$ cat config.mk
export PLATFORM = sky130hd
export DESIGN_NAME = uart_tx_sched
export DESIGN_NICKNAME = d
export VERILOG_FILES = /design/src/rtl/uart_pkg.sv /design/src/rtl/rr_arbiter.sv /design/src/rtl/uart_tx_sched.sv
export SDC_FILE = /design/constraint.sdc
export NUM_CORES = 1
export LEC_CHECK = 0
export CORE_MARGIN = 2
export CORE_UTILIZATION = 50
export CTS_BUF_LIST = sky130_fd_sc_hd__clkbuf_16
export DETAILED_ROUTE_END_ITERATION = 12
export PLACE_DENSITY_LB_ADDON = 0.12
export SLEW_MARGIN = 20
export SYNTH_ARGS = -nofsm -noshare
export SYNTH_HDL_FRONTEND = slang
export SYNTH_SLANG_ARGS = --single-unit
export TNS_END_PERCENT = 1
$ cat constraint.sdc
create_clock -name clk -period 4 [get_ports clk]
set_clock_uncertainty 0.2 [all_clocks]
set_input_delay 0.6 -clock clk [delete_from_list [all_inputs] [get_ports clk]]
set_output_delay 0.6 -clock clk [all_outputs]
set_load 0.01 [all_outputs]
$ cat src/rtl/uart_pkg.sv
// uart_pkg: shared types and constants for the scheduled UART transmitter.
//   state_t            - transmitter FSM states
//   DATA_BITS_DEFAULT  - default payload width per frame
//   LINE_IDLE/START/STOP - serial line levels for idle, start bit and stop bit
package uart_pkg;

  typedef enum logic [2:0] {
    IDLE,
    ARM,
    START,
    DATA,
    STOP
  } state_t;

  localparam int DATA_BITS_DEFAULT = 8;

  localparam logic LINE_IDLE  = 1'b1;
  localparam logic LINE_START = 1'b0;
  localparam logic LINE_STOP  = 1'b1;

endpackage

$ cat src/rtl/rr_arbiter.sv
// rr_arbiter: combinational round-robin selector.
//   req - request vector (N bits)
//   ptr - index where the search starts; the search wraps upward from here
//   gnt - one-hot grant for the first requester found (all zero if none)
//   idx - binary index of the granted requester (0 if none)
module rr_arbiter #(
  parameter int N = 4,
  parameter int W = $clog2(N)
) (
  input  logic [N-1:0] req,
  input  logic [W-1:0] ptr,
  output logic [N-1:0] gnt,
  output logic [W-1:0] idx
);

  logic [W-1:0] cand;
  logic         found;

  // Walk the requesters starting at ptr; the first one asserted wins.
  always_comb begin
    gnt   = '0;
    idx   = '0;
    found = 1'b0;
    cand  = '0;
    for (int k = 0; k < N; k++) begin
      cand = W'((int'(ptr) + k) % N);
      if (!found && req[cand]) begin
        found     = 1'b1;
        gnt[cand] = 1'b1;
        idx       = cand;
      end
    end
  end

endmodule

$ cat src/rtl/uart_tx_sched.sv
// uart_tx_sched: several requesters share one UART transmit line. In IDLE a
// round-robin arbiter picks one requester, its byte is captured, and a frame
// (start bit, DATA_BITS data bits LSB-first, stop bit) is sent, each bit
// lasting one tick period.
//   clk   - clock
//   rst   - asynchronous active-low reset
//   tick  - baud strobe, one clk pulse per bit period
//   req   - per-requester transmit request
//   data  - flattened bytes, requester i at [i*DATA_BITS +: DATA_BITS]
//   grant - one-hot, one-clk accept pulse
//   owner - index of the requester whose frame is in flight
//   busy  - high from grant through end of stop bit
//   done  - one-clk pulse when the stop bit completes
//   tx    - registered serial line, idle high
module uart_tx_sched
  import uart_pkg::*;
#(
  parameter int NUM_REQ   = 4,
  parameter int DATA_BITS = DATA_BITS_DEFAULT
) (
  input  logic                           clk,
  input  logic                           rst,
  input  logic                           tick,
  input  logic [NUM_REQ-1:0]             req,
  input  logic [NUM_REQ*DATA_BITS-1:0]   data,
  output logic [NUM_REQ-1:0]             grant,
  output logic [$clog2(NUM_REQ)-1:0]     owner,
  output logic                           busy,
  output logic                           done,
  output logic                           tx
);

  localparam int OW = $clog2(NUM_REQ);
  localparam int CW = (DATA_BITS > 1) ? $clog2(DATA_BITS) : 1;

  state_t                 state_q,   state_d;
  logic                   tx_q,      tx_d;
  logic [NUM_REQ-1:0]     grant_q,   grant_d;
  logic                   done_q,    done_d;
  logic                   busy_q,    busy_d;
  logic [OW-1:0]          owner_q,   owner_d;
  logic [OW-1:0]          ptr_q,     ptr_d;
  logic [DATA_BITS-1:0]   shift_q,   shift_d;
  logic [CW-1:0]          bit_cnt_q, bit_cnt_d;

  logic [NUM_REQ-1:0]     arb_gnt;
  logic [OW-1:0]          arb_idx;

  rr_arbiter #(
    .N (NUM_REQ),
    .W (OW)
  ) u_arb (
    .req (req),
    .ptr (ptr_q),
    .gnt (arb_gnt),
    .idx (arb_idx)
  );

  always_comb begin
    state_d   = state_q;
    tx_d      = tx_q;
    grant_d   = '0;
    done_d    = 1'b0;
    busy_d    = busy_q;
    owner_d   = owner_q;
    ptr_d     = ptr_q;
    shift_d   = shift_q;
    bit_cnt_d = bit_cnt_q;
    case (state_q)
      // A tick on the accept edge is deliberately not looked at here, so the
      // start bit always begins on a later tick and lasts a full period.
      IDLE: begin
        if (|req) begin
          grant_d = arb_gnt;
          owner_d = arb_idx;
          busy_d  = 1'b1;
          ptr_d   = (arb_idx == OW'(NUM_REQ - 1)) ? '0 : arb_idx + OW'(1);
          for (int i = 0; i < NUM_REQ; i++) begin
            if (arb_gnt[i]) begin
              shift_d = data[i*DATA_BITS +: DATA_BITS];
            end
          end
          state_d = ARM;
        end
      end
      ARM: begin
        if (tick) begin
          tx_d    = LINE_START;
          state_d = START;
        end
      end
      START: begin
        if (tick) begin
          tx_d      = shift_q[0];
          shift_d   = shift_q >> 1;
          bit_cnt_d = '0;
          state_d   = DATA;
        end
      end
      // bit_cnt_q is the index of the bit currently on the line.
      DATA: begin
        if (tick) begin
          if (bit_cnt_q == CW'(DATA_BITS - 1)) begin
            tx_d    = LINE_STOP;
            state_d = STOP;
          end else begin
            tx_d      = shift_q[0];
            shift_d   = shift_q >> 1;
            bit_cnt_d = bit_cnt_q + CW'(1);
          end
        end
      end
      STOP: begin
        if (tick) begin
          done_d  = 1'b1;
          busy_d  = 1'b0;
          state_d = IDLE;
        end
      end
      default: begin
        state_d = IDLE;
        tx_d    = LINE_IDLE;
        busy_d  = 1'b0;
      end
    endcase
  end

  always_ff @(posedge clk or negedge rst) begin
    if (!rst) begin
      state_q   <= IDLE;
      tx_q      <= LINE_IDLE;
      grant_q   <= '0;
      done_q    <= 1'b0;
      busy_q    <= 1'b0;
      owner_q   <= '0;
      ptr_q     <= '0;
      shift_q   <= '0;
      bit_cnt_q <= '0;
    end else begin
      state_q   <= state_d;
      tx_q      <= tx_d;
      grant_q   <= grant_d;
      done_q    <= done_d;
      busy_q    <= busy_d;
      owner_q   <= owner_d;
      ptr_q     <= ptr_d;
      shift_q   <= shift_d;
      bit_cnt_q <= bit_cnt_d;
    end
  end

  assign tx    = tx_q;
  assign grant = grant_q;
  assign done  = done_q;
  assign busy  = busy_q;
  assign owner = owner_q;

endmodule

Yosys cells after proc, flatten, opt, wreduce, memory -nomap -nowiden
Index checks and enable logic that the tools add are counted.
{"block": "word_totals", "input_bits": 39, "regBits": 25, "out_inout_bits": 9}
{"block": "op_classes", "magnitude_cmp": 8, "n_reduce_logical": 22, "n_addsub": 5, "n_mux": 58, "n_eq_ne": 14, "bitwise_logic": 5}
{"cell": "$mux W8", "n": 8}
{"cell": "$mux W3", "n": 8}
{"cell": "$mux W4", "n": 6}
{"cell": "$pmux W8 S3", "n": 1}
{"cell": "$mux W1", "n": 18}
{"cell": "$pmux W3 S5", "n": 1}
{"cell": "$ne A2 B2 Y1 const B", "n": 7}
{"cell": "$lt A2 B3 Y1 const B", "n": 4}
{"cell": "$or A4 B4 Y4", "n": 3}
{"cell": "$reduce_and A6 Y1", "n": 2}
{"cell": "$mux W2", "n": 5}
{"cell": "$bmux W1 S2", "n": 4}
{"cell": "$demux W1 S2", "n": 4}
{"cell": "$ge A2 B1 Y1 const B", "n": 4}
{"cell": "$reduce_and A4 Y1", "n": 2}
{"cell": "$logic_and A1 B1 Y1", "n": 7}
{"cell": "$eq A3 B2 Y1 const B", "n": 2}
{"cell": "$eq A3 B3 Y1 const B", "n": 2}
{"cell": "$pmux W3 S2", "n": 1}
{"cell": "$ne A5 B5 Y1 const B", "n": 1}
{"cell": "$add A2 B1 Y2 const B", "n": 2}
{"cell": "$add A2 B2 Y2 const B", "n": 2}
{"cell": "$pmux W1 S4", "n": 1}
{"cell": "$reduce_or A4 Y1", "n": 1}
{"cell": "other kinds (13)", "n": 16}

Longest topological paths before layout
{"block": "depth", "word_depth": 18, "depth_mapped": 14}

Hierarchy
From an unflattened synthesis, not the netlist that was laid out.
{"block": "unflattened", "cells_unflattened": 204, "area_unflattened_um2": 1918.1}
{"module": "uart_tx_sched", "area_each_um2": 1478.9, "cells_each": 156, "instances": 1}
{"module": "rr_arbiter", "area_each_um2": 439.2, "cells_each": 48, "instances": 1}

Least setup slack after synthesis
No wires, ideal clock.
{"block": "synth_timing", "path_type": "register -> register", "from": "register (tool-made name)", "to": "register shift_q[7]", "setup_time_ps": 138, "period_less_slack_ps": 3669, "slack_ps": 331, "path_stages_with_launch": 13, "t_arrival_ps": 3331, "path_cell_list": "dfrtp_1 buf_6 clkbuf_1 inv_1 ha_1 clkbuf_1 mux4_2 nor4b_4 a221o_1 buf_6 mux2_2 a221oi_1 o31ai_1"}
{"item": "end signal: assignment", "line": "uart_tx_sched.sv:147", "source": "shift_q <= shift_d;"}
{"item": "end: declaration", "line": "uart_tx_sched.sv:43", "source": "logic [DATA_BITS-1:0] shift_q, shift_d;"}

Final worst setup path
{"block": "layout_timing", "from": "input port req[3]", "to": "register shift_q[2]"}
{"block": "layout_between", "elab_chain_cells": 17}
{"item": "start: declaration", "line": "uart_tx_sched.sv:24", "source": "input logic [NUM_REQ-1:0] req,"}
{"item": "$bmux W1 S2", "line": "rr_arbiter.sv:27", "source": "if (!found && req[cand]) begin"}
{"item": "$mux W1 (not written as such)", "line": "rr_arbiter.sv:27"}
{"item": "$mux W1", "line": "rr_arbiter.sv:27"}
{"item": "$logic_not A1 Y1", "line": "rr_arbiter.sv:27"}
{"item": "$logic_and A1 B1 Y1", "line": "rr_arbiter.sv:27"}
{"item": "$mux W1", "line": "rr_arbiter.sv:27"}
{"item": "$logic_not A1 Y1", "line": "rr_arbiter.sv:27"}
{"item": "$logic_and A1 B1 Y1", "line": "rr_arbiter.sv:27"}
{"item": "$mux W1", "line": "rr_arbiter.sv:27"}
{"item": "$logic_not A1 Y1", "line": "rr_arbiter.sv:27"}
{"item": "$logic_and A1 B1 Y1", "line": "rr_arbiter.sv:27"}
{"item": "$mux W4", "line": "rr_arbiter.sv:27"}
{"item": "$mux W8 (3 in a row)", "line": "uart_tx_sched.sv:79", "source": "if (arb_gnt[i]) begin"}
{"item": "$mux W8", "line": "uart_tx_sched.sv:73", "source": "if (|req) begin"}
{"item": "$pmux W8 S3", "line": "uart_tx_sched.sv:69", "source": "case (state_q)"}
Parallel ways exist; a longest one is shown, timed or not. The select of a mux whose other input is x is not followed.
A chain may end at the register's enable or synchronous reset.

==> results.json <==
{
  "outcome": "finished, final reports clean",
  "clock.fmax_ghz": 0.283,
  "synth_simple_gate_area_share_pct": 19.7,
  "crit_arrival_ns": 3.46,
  "antenna_found_initial": 0,
  "synth_cell_types": 47,
  "via_per_inst": 5.51,
  "hold_viol": 0,
  "grt_pass1_wl_um": 7200,
  "grt_max_degree": 26,
  "cts_sinks": 25,
  "fin_cells": 305,
  "syn2layout_area_growth_pct": 28.5,
  "drt-pass1-iter-count": 4,
  "maxSlewHeadroom_pct": 52.8,
  "synthCells": 216,
  "ys_seq_elements": 25,
  "dp_hpwl_um": 3300,
  "pwr_density_cell_mw_per_mm2": 701,
  "totalPowerFinal_mw": 1.76,
  "start_util_pct": 52.6,
  "synth_top_family_by_area": "compound AO/OA/AOI/OAI gates",
  "grt_usage_pct": 21.1,
  "wl_per_cell_um": 14.2,
  "drv_cap": 0,
  "vias": 1681,
  "core-area_mm2": 0.00372,
  "finalCritPeriodShare_pct": 88.5,
  "postLayoutCellArea_mm2": 0.00251,
  "antennaDiodeCount": 0,
  "drtAntennaViolNets": 0,
  "r2r_cells": 9,
  "synth_nets": 263,
  "die_width_um": 66.5,
  "routed_wl_um": 4350,
  "setup_viol": 0,
  "r2r_end": "shift_q[2]$_DFFE_PN0P_",
  "drv_slew": 0,
  "fin_nets": 305,
  "cts_buffer_depth": 2,
  "cts-hold-fix-buffers": 0,
  "layout_commonest_cell": "clkdlybuf4s50_1",
  "worstHoldEndpoint": "shift_q[6]$_DFFE_PN0P_",
  "ys_seq_area_share_pct": 32.1,
  "cts_buffers": 3,
  "min_path_cells": 2,
  "place_inst": 301,
  "critical_path_class": "input port to flop",
  "synth-edff-count": 0,
  "rrSetupSlack_ns": 0.70,
  "worstPathMaxFanout": 11,
  "place.gp.congestion": 0.819,
  "synthXorXnorAreaFrac_pct": 0.448,
  "cts_tree": "yes",
  "layout_common_cells": "clkdlybuf4s50_1 (47), nand2_1 (34), dfrtp_1 (24)",
  "die_area_mm2": 0.00443,
  "placed_area_mm2": 0.00243,
  "io_buffers": 47,
  "whs_ns": 0.280,
  "die-height_um": 66.5,
  "drt_iter0_markers": 69,
  "grt_pass1_vias": 1557,
  "overflow": 0,
  "endpoint_kind": "flop",
  "drc": 0,
  "cts_resized": 0,
  "num_rows": 22,
  "setup_tns_ns": 0,
  "min_period_ns": 3.54,
  "irDropWorstVdd_mv": 0.455,
  "hold_class": "flop to flop",
  "fill_cells": 317,
  "synth_flop_cell": "dfrtp_1",
  "layout-drive-gt1-share_pct": 13.6,
  "htree_levels": 1,
  "cts-root-buf": "clkbuf_16",
  "synth_compound_area_share_pct": 21.1,
  "cts_setup_buffers": 0,
  "syn-cell-area_mm2": 0.00196,
  "worst_pin_slew_ns": 0.699,
  "rsz0062_at_grt": "no",
  "clk-insertion-delay-late_ns": 0.26,
  "async_reset_ff_share_pct": 100,
  "leakage_nw": 1.03,
  "required_ns": 3.93,
  "worstSetupStartpointType": "input port",
  "muxShareOfSynthArea_pct": 13.5,
  "yosysWarnings": 0,
  "hp-start": "shift_q[6]$_DFFE_PN0P_",
  "io_pins": 48,
  "synth_fa_ha_area_share_pct": 5.12,
  "clk_pin_slew_ns": 0.06,
  "avgSynthCellArea_um2": 9.05
}
## critical path, cell delays in order
cell and delay [ns]:
clkdlybuf4s50_1 0.56, mux4_2 0.67, nor4b_4 0.42, a221o_1 0.35, buf_4 0.22, mux2_2 0.34
o221ai_1 0.20, o21ai_1 0.09
## layout make-up
cell class              count  area, um^2  share of cell area (%)
clock buffers               3        75.1                    2.99
clock inverters             1        3.75                   0.149
inverters                  10        37.5                    1.49
multi-input cells         162        1170                    46.6
flip-flops and latches     25         627                    25.0
well taps                  48        60.1                    2.39
repair buffers             56         538                    21.4
## stage by stage
step	setup WS [ns]	util (%)
2_1_floorplan	0.331	-
3_3_place_gp	0.242	65.5
3_5_place_dp	0.198	65.5
4_1_cts	0.473	67.6
5_1_grt	0.327	67.6
6_report	0.461	67.6
## cell usage after synthesis (all sizes together) (4+ instances only)
cell type	number	area share (%)
o21ai	20	5.1
buf	9	4.2
mux4	4	4.6
o221ai	7	3.1
ha	8	5.1
mux2i	5	2.6
a22o	4	1.8
clkbuf	10	1.9
nor2b	7	2.2
inv	10	1.9
a22oi	7	2.7
nor2	14	2.7
dfrtp	24	31
nand2	35	6.8
mux2	11	6.3
nand3	5	1.3
## layer usage
metal  global-route usage (%)  vias up  wire length, um
li1                         -      862                -
met3                     3.55        5              232
met5                        0        -                0
met2                     33.3       37             1910
met1                     29.7      777             2150
met4                     6.12        0               51
## logic make-up (layout without fill, tap and decap cells)
logic type	Yosys count	after routing
and+or+nand+nor	76	76
AOI/OAI and AO/OA	57	57
buffers and inverters	29	70
DFF	25	25
muxes	20	20
adders and majority gates	8	8
xor gates and xnor gates	1	1
## power breakdown
group          total [mW]  switching (mW)  internal [mW]
registers           0.407          0.0658          0.341
logic                1.14           0.585          0.552
clock network       0.217          0.0835          0.134
## worst max-delay path by stage
stage | start | end | slack [ns] | depth (start not counted)
6_report | req[3] | shift_q[2]$_DFFE_PN0P_ | 0.46 | 8
4_1_cts | req[3] | shift_q[2]$_DFFE_PN0P_ | 0.47 | 8
2_1_floorplan | flop | shift_q[7]$_DFFE_PN0P_ | 0.33 | 12
3_3_place_gp | req[3] | shift_q[2]$_DFFE_PN0P_ | 0.24 | 8
5_1_grt | req[3] | shift_q[2]$_DFFE_PN0P_ | 0.33 | 8
3_5_place_dp | req[3] | shift_q[2]$_DFFE_PN0P_ | 0.20 | 8
## registers in the layout, indices dropped and copies added (netlist names), named ones only
name       cells
state_q        3
busy           1
done           1
shift_q        8
ptr_q          1
bit_cnt_q      3
tx             1
grant          4
owner          2
No activity file was read; power rests on OpenSTA's default activity.
